==> src/rtl/coin_collector_if.sv <==
// Coin collector bus: coin touch inputs, frame/restart strobes, collection and sparkle status.
interface coin_collector_if #(
    parameter int unsigned NUM_COINS = 8
);
    localparam int unsigned IDX_W = (NUM_COINS > 1) ? $clog2(NUM_COINS) : 1;

    logic [NUM_COINS-1:0] touch;
    logic                 frame_tick;
    logic                 level_restart;

    logic [NUM_COINS-1:0] collected;
    logic [3:0]           coin_ones;
    logic [3:0]           coin_tens;
    logic                 collect_pulse;
    logic                 one_up;
    logic                 sparkle_active;
    logic [IDX_W-1:0]     sparkle_idx;
    logic [3:0]           sparkle_frame;

    // Game logic side: drives touches and strobes, observes collection state.
    modport master (
        output touch,
        output frame_tick,
        output level_restart,
        input  collected,
        input  coin_ones,
        input  coin_tens,
        input  collect_pulse,
        input  one_up,
        input  sparkle_active,
        input  sparkle_idx,
        input  sparkle_frame
    );

    // Collector side.
    modport slave (
        input  touch,
        input  frame_tick,
        input  level_restart,
        output collected,
        output coin_ones,
        output coin_tens,
        output collect_pulse,
        output one_up,
        output sparkle_active,
        output sparkle_idx,
        output sparkle_frame
    );
endinterface

==> src/rtl/coin_collector.sv <==
// Coin collector: latches coin touch edges, collects one coin every two cycles,
// keeps a two-digit BCD coin count and runs a per-coin sparkle animation.
module coin_collector #(
    parameter int unsigned NUM_COINS      = 8,
    parameter int unsigned SPARKLE_FRAMES = 12
) (
    input  logic            clk,
    input  logic            reset,
    coin_collector_if.slave bus
);
    localparam int unsigned IDX_W      = (NUM_COINS > 1) ? $clog2(NUM_COINS) : 1;
    localparam int unsigned DIGIT_W    = 4;
    localparam int unsigned FRAME_W    = 4;
    localparam logic [FRAME_W-1:0] LAST_FRAME = FRAME_W'(SPARKLE_FRAMES - 1);
    localparam logic [DIGIT_W-1:0] DIGIT_MAX  = DIGIT_W'(9);

    typedef enum logic [0:0] {
        S_IDLE    = 1'b0,
        S_COLLECT = 1'b1
    } state_e;

    state_e               state_q, state_d;
    logic [NUM_COINS-1:0] touch_prev_q, touch_prev_d;
    logic [NUM_COINS-1:0] pending_q, pending_d;
    logic [NUM_COINS-1:0] collected_q, collected_d;
    logic [IDX_W-1:0]     sel_q, sel_d;
    logic [DIGIT_W-1:0]   ones_q, ones_d;
    logic [DIGIT_W-1:0]   tens_q, tens_d;
    logic                 collect_pulse_q, collect_pulse_d;
    logic                 one_up_q, one_up_d;
    logic                 sparkle_active_q, sparkle_active_d;
    logic [IDX_W-1:0]     sparkle_idx_q, sparkle_idx_d;
    logic [FRAME_W-1:0]   sparkle_frame_q, sparkle_frame_d;

    logic [NUM_COINS-1:0] rise_c;
    logic [NUM_COINS-1:0] sel_mask_c;
    logic [IDX_W-1:0]     lowest_c;
    logic                 any_pending_c;
    logic                 collect_fire_c;

    // Rising-edge detect on uncollected coins; restart wipes the edge history.
    always_comb begin
        rise_c       = bus.touch & ~touch_prev_q & ~collected_q;
        touch_prev_d = bus.level_restart ? '0 : bus.touch;
    end

    // Lowest-index pending coin wins the next collect slot.
    always_comb begin
        logic found;
        found         = 1'b0;
        lowest_c      = '0;
        any_pending_c = |pending_q;
        for (int unsigned i = 0; i < NUM_COINS; i++) begin
            if (pending_q[i] && !found) begin
                lowest_c = IDX_W'(i);
                found    = 1'b1;
            end
        end
    end

    // Next-state logic: IDLE picks a coin, COLLECT retires it in one cycle.
    always_comb begin
        state_d        = state_q;
        sel_d          = sel_q;
        collect_fire_c = 1'b0;
        case (state_q)
            S_IDLE: begin
                if (any_pending_c) begin
                    state_d = S_COLLECT;
                    sel_d   = lowest_c;
                end
            end
            S_COLLECT: begin
                collect_fire_c = 1'b1;
                state_d        = S_IDLE;
            end
            default: begin
                state_d = S_IDLE;
            end
        endcase
        if (bus.level_restart) begin
            state_d = S_IDLE;
        end
    end

    // One-hot mask of the coin being retired this cycle.
    always_comb begin
        sel_mask_c = '0;
        for (int unsigned i = 0; i < NUM_COINS; i++) begin
            sel_mask_c[i] = collect_fire_c && (sel_q == IDX_W'(i));
        end
    end

    // Pending/collected bookkeeping; restart clears both even during a collect.
    always_comb begin
        pending_d   = (pending_q | rise_c) & ~sel_mask_c;
        collected_d = collected_q | sel_mask_c;
        if (bus.level_restart) begin
            pending_d   = '0;
            collected_d = '0;
        end
    end

    // BCD coin count with 99 -> 00 wrap raising one_up; restart never blocks it.
    always_comb begin
        ones_d          = ones_q;
        tens_d          = tens_q;
        one_up_d        = 1'b0;
        collect_pulse_d = collect_fire_c;
        if (collect_fire_c) begin
            if (ones_q == DIGIT_MAX) begin
                ones_d = '0;
                if (tens_q == DIGIT_MAX) begin
                    tens_d   = '0;
                    one_up_d = 1'b1;
                end else begin
                    tens_d = tens_q + DIGIT_W'(1);
                end
            end else begin
                ones_d = ones_q + DIGIT_W'(1);
            end
        end
    end

    // Sparkle animation: a new collect restarts it, frame ticks advance it.
    always_comb begin
        sparkle_active_d = sparkle_active_q;
        sparkle_idx_d    = sparkle_idx_q;
        sparkle_frame_d  = sparkle_frame_q;
        if (bus.level_restart) begin
            sparkle_active_d = 1'b0;
            sparkle_idx_d    = '0;
            sparkle_frame_d  = '0;
        end else if (collect_fire_c) begin
            sparkle_active_d = 1'b1;
            sparkle_idx_d    = sel_q;
            sparkle_frame_d  = '0;
        end else if (sparkle_active_q && bus.frame_tick) begin
            if (sparkle_frame_q == LAST_FRAME) begin
                sparkle_active_d = 1'b0;
                sparkle_frame_d  = '0;
            end else begin
                sparkle_frame_d = sparkle_frame_q + FRAME_W'(1);
            end
        end
    end

    // State and output registers with synchronous reset.
    always_ff @(posedge clk) begin
        if (reset) begin
            state_q          <= S_IDLE;
            touch_prev_q     <= '0;
            pending_q        <= '0;
            collected_q      <= '0;
            sel_q            <= '0;
            ones_q           <= '0;
            tens_q           <= '0;
            collect_pulse_q  <= 1'b0;
            one_up_q         <= 1'b0;
            sparkle_active_q <= 1'b0;
            sparkle_idx_q    <= '0;
            sparkle_frame_q  <= '0;
        end else begin
            state_q          <= state_d;
            touch_prev_q     <= touch_prev_d;
            pending_q        <= pending_d;
            collected_q      <= collected_d;
            sel_q            <= sel_d;
            ones_q           <= ones_d;
            tens_q           <= tens_d;
            collect_pulse_q  <= collect_pulse_d;
            one_up_q         <= one_up_d;
            sparkle_active_q <= sparkle_active_d;
            sparkle_idx_q    <= sparkle_idx_d;
            sparkle_frame_q  <= sparkle_frame_d;
        end
    end

    assign bus.collected      = collected_q;
    assign bus.coin_ones      = ones_q;
    assign bus.coin_tens      = tens_q;
    assign bus.collect_pulse  = collect_pulse_q;
    assign bus.one_up         = one_up_q;
    assign bus.sparkle_active = sparkle_active_q;
    assign bus.sparkle_idx    = sparkle_idx_q;
    assign bus.sparkle_frame  = sparkle_frame_q;

endmodule

==> src/flat_wrapper.sv <==
// flat-port wrapper written by rule: the top's interface ports become plain ports
module coin_collector_flat 
#(
    parameter int unsigned NUM_COINS      = 8,
    parameter int unsigned SPARKLE_FRAMES = 12
)
  (clk, reset, bus_touch, bus_frame_tick, bus_level_restart, bus_collected, bus_coin_ones, bus_coin_tens, bus_collect_pulse, bus_one_up, bus_sparkle_active, bus_sparkle_idx, bus_sparkle_frame);
  coin_collector_if #(.NUM_COINS(NUM_COINS)) bus_i ();
  input  logic clk;
  input  logic reset;
  input wire logic [$bits(bus_i.touch)-1:0] bus_touch;
  input wire logic [$bits(bus_i.frame_tick)-1:0] bus_frame_tick;
  input wire logic [$bits(bus_i.level_restart)-1:0] bus_level_restart;
  output wire logic [$bits(bus_i.collected)-1:0] bus_collected;
  output wire logic [$bits(bus_i.coin_ones)-1:0] bus_coin_ones;
  output wire logic [$bits(bus_i.coin_tens)-1:0] bus_coin_tens;
  output wire logic [$bits(bus_i.collect_pulse)-1:0] bus_collect_pulse;
  output wire logic [$bits(bus_i.one_up)-1:0] bus_one_up;
  output wire logic [$bits(bus_i.sparkle_active)-1:0] bus_sparkle_active;
  output wire logic [$bits(bus_i.sparkle_idx)-1:0] bus_sparkle_idx;
  output wire logic [$bits(bus_i.sparkle_frame)-1:0] bus_sparkle_frame;
  assign bus_i.touch = bus_touch;
  assign bus_i.frame_tick = bus_frame_tick;
  assign bus_i.level_restart = bus_level_restart;
  assign bus_collected = bus_i.collected;
  assign bus_coin_ones = bus_i.coin_ones;
  assign bus_coin_tens = bus_i.coin_tens;
  assign bus_collect_pulse = bus_i.collect_pulse;
  assign bus_one_up = bus_i.one_up;
  assign bus_sparkle_active = bus_i.sparkle_active;
  assign bus_sparkle_idx = bus_i.sparkle_idx;
  assign bus_sparkle_frame = bus_i.sparkle_frame;
  coin_collector #(.NUM_COINS(NUM_COINS), .SPARKLE_FRAMES(SPARKLE_FRAMES)) u_core (.clk(clk), .reset(reset), .bus(bus_i));
endmodule
==> config.mk <==
export PLATFORM = sky130hd
export DESIGN_NAME = coin_collector_flat
export DESIGN_NICKNAME = d
export VERILOG_FILES = /design/src/rtl/coin_collector_if.sv /design/src/rtl/coin_collector.sv /design/src/flat_wrapper.sv
export SDC_FILE = /design/constraint.sdc
export NUM_CORES = 1
export LEC_CHECK = 0
export CORE_MARGIN = 5
export CORE_UTILIZATION = 38
export CTS_CLUSTER_DIAMETER = 50
export CTS_CLUSTER_SIZE = 16
export DETAILED_ROUTE_END_ITERATION = 12
export DONT_BUFFER_PORTS = 1
export PLACE_DENSITY = 0.64
export SYNTH_ARGS = -nofsm -noshare
export SYNTH_HDL_FRONTEND = slang
export SYNTH_SLANG_ARGS = --single-unit
==> constraint.sdc <==
create_clock -name clk -period 1.4 [get_ports clk]
set_input_delay 0 -clock clk [delete_from_list [all_inputs] [get_ports clk]]
set_output_delay 0 -clock clk [all_outputs]
set_load 0.02 [all_outputs]
==> reports/metrics.csv <==
metric,value,unit
postcts setup bufs,0,
Initial DRC Count,63,
fin crit share,93.9,%
post-synthesis cell count,192,
Rows,24,
vias per cell,5.12,
crit path capture,u_core.sel_q[0],
Chip Height,78.2,um
GP Congestion,0.763,
Hold Path Class,input pin to register,
layout cells sized above 1,10.1,%
Max rail drop VDD,514,uV
internal power,0.00180,W
Worst slew margin,58.8,%
Die Width,78.2,um
synthesis-stage register bit count,46,
Hold Path Cell Cnt,3,
most frequent cells in the layout,"dfxtp_1 (46), nor2_1 (27), a21oi_1 (15), nor3_1 (13), buf_4 (13)",
WL/cell,13.4,um
vias in the first global route,1338,
area of all sequential standard cells,921,um^2
nets,230,
CP startpoint,u_core.pending_q[3],
post-synthesis cell area,0.00177,mm^2
area of the multi-input gates,795,um^2
R2R Setup Slk,90,ps
main flop type after synthesis,dfxtp_1,
post-synthesis average cell area,9.21,um^2
Sw Ratio,24.7,%
CP top delay family,simple AND/OR/NAND/NOR gates,
cell area after layout,0.00210,mm^2
Initial Util,39.8,%
fmax,0.761,GHz
Crit. End Element,register,
core area,0.00444,mm^2
skew final,9.35,ps
post-placement cell area,0.00190,mm^2
DRC Markers,0,
Max Slew Vio Count,0,
FILL cells,445,
Power per Cell Area,1140,mW/mm^2
Slew @ Worst Pin,618,ps
cell count along the critical path,3,
RSZ-0062 raised after global routing,no,
CP max stage cell,nor4_1,
syn nets,205,
H-tree levels,2,
first-pass detailed-route iteration total,4,
CTS tree,yes,
max_cap viols,0,
Synth-to-Final Area Change,18.7,%
worst endpoint required time,1600,ps
CTS Buf Count,5,
placed cell count,251,
Psw,0.000588,W
PortBufs,0,
async set or reset register ratio after synthesis,0,%
combinational share of power,8.5,%
RR Endpoint,u_core.sel_q[0],
"critical path, cell by cell",nor4_1 > a31oi_1 > a32o_1,
r2r startpoint,u_core.pending_q[3],
CP max stage delay,480,ps
post-route ant nets,0,
Detail Placement HPWL,2590,um
Clock Path Buffers,2,
final hold slack,30.4,ps
worst-skew pair later-pin latency,300,ps
first-pass GRT wire length,6090,um
fin crit period,1310,ps
yosys warns,0,
critical path launch point type,register,
critical path arrival,1510,ps
GRT Total Usage,12.5,%
root buf cell,clkbuf_8,
Hold Fails Final Rpt,0,
Final Util,47.3,%
register area share after synthesis,52.1,%
io pins,38,
WL final,3610,um
critical path type,register to register,
GRT overflow,0,
P_leak,0.810,nW
CP max FO,5,
DR vias,1382,
initial antenna violation count,0,
final setup fails,0,
CTS sink cnt,46,
status,"complete, no violations",
clock-pin slew on the worst setup and hold paths,80,ps
worst path bufs/invs,0,
Flop pwr share,58.5,%
total die area,0.00612,mm^2
TNS Setup,0,ps
FF-to-FF path depth,3,
largest net degree at the start of global routing,18,
Post-synth EDFFs,0,
part of the power in the clock network,33.0,%
Final Instance Count excl. Fillers,270,
# diodes,0,
Synth cell types,39,
"leading cell type in the layout, fill and taps excluded",dfxtp_1,
state kept, by name (all words and copies together) (netlist names):
register	count
u_core.bus.sparkle_active	1
u_core.bus.one_up	1
u_core.pending_q	8
u_core.bus.sparkle_frame	4
u_core.bus.collect_pulse	1
u_core.touch_prev_q	8
u_core.sel_q	3
u_core.state_q	1
u_core.bus.collected	8
u_core.bus.coin_tens	4
u_core.bus.coin_ones	4
u_core.bus.sparkle_idx	3
area by class of cell:
type                       count  area share, %
sequential                    46           43.8
multi-input combinational    133           37.8
timing repair buffer          24           9.89
clock buffer                   6           3.45
tap                           52           3.10
inverter                       7           1.25
clock inverter                 2          0.655
cells by family (layout without fill, tap and decap cells):
family / after synthesis / after routing / share of synthesized area, %
muxes: 4 / 4 / 2.26
adders and majority gates: 1 / 1 / 0.707
buffers and inverters: 13 / 39 / 3.04
xor gates and xnor gates: 2 / 2 / 0.990
DFF: 46 / 46 / 52.1
and+or+nand+nor: 85 / 85 / 26.2
AOI/OAI and AO/OA: 41 / 41 / 14.8
worst min-delay path by stage:
| stage | endpoint | start |
|---|---|---|
| finish | u_core.bus.sparkle_frame[2] | bus_frame_tick |
| global placement | u_core.bus.coin_tens[1] | reset |
| CTS | u_core.bus.sparkle_frame[2] | bus_frame_tick |
| floorplan | u_core.touch_prev_q[0] | bus_touch[0] |
| detailed placement | u_core.bus.coin_ones[1] | reset |
| global route | u_core.sel_q[0] | reset |
power by group through the flow:
stage | clock [W] | combinational [W] | sequential, W
floorplan | 0 | 0.000128 | 0.00142
global placement | 0 | 0.000167 | 0.00143
detailed placement | 0 | 0.000168 | 0.00143
CTS | 0.000819 | 0.000203 | 0.00140
global route | 0.000866 | 0.000227 | 0.00140
finish | 0.000787 | 0.000202 | 0.00140
worst reg2reg max path: stages (launching register included):
cell and delay (ps):
dfxtp_1 350, nor4_1 480, a31oi_1 150, a32o_1 230
repair_timing:
item,in CTS,in global routing
hold buffers,11,0
setup endpoints to repair,0,0
hold endpoints to repair,34,0
gates resized for setup,0,0
routing by layer:
| metal | GRT usage (%) | share of wire [%] | vias to the layer above |
|---|---|---|---|
| met5 | 0 | 0 | - |
| met4 | 7.34 | 2.6 | 0 |
| met3 | 4.81 | 6.3 | 9 |
| met2 | 19.5 | 45 | 30 |
| met1 | 14.6 | 46 | 624 |
| li1 | - | - | 719 |
synth_stat cells (all sizes together) (3+ instances only):
| master | n | area [um^2] |
|---|---|---|
| nor3 | 13 | 65.1 |
| a21oi | 15 | 75.1 |
| clkbuf | 4 | 15.0 |
| dfxtp | 46 | 921 |
| inv | 7 | 26.3 |
| o31ai | 3 | 22.5 |
| nor2b | 4 | 25.0 |
| mux2i | 4 | 40.0 |
| o21a | 8 | 60.1 |
| or3 | 4 | 25.0 |
| and2 | 8 | 50.1 |
| o21ai | 6 | 30.0 |
| nand2b | 6 | 37.5 |
| nand2 | 7 | 26.3 |
| nor2 | 27 | 101 |
| nand3 | 3 | 15.0 |
through the flow:
step                total power, W  setup WS (ps)
finish                     0.00239           85.5
global route               0.00250           28.0
detailed placement         0.00159            120
floorplan                  0.00155           41.6
CTS                        0.00242            114
global placement           0.00159            155
(Power assumes the default switching activity.)
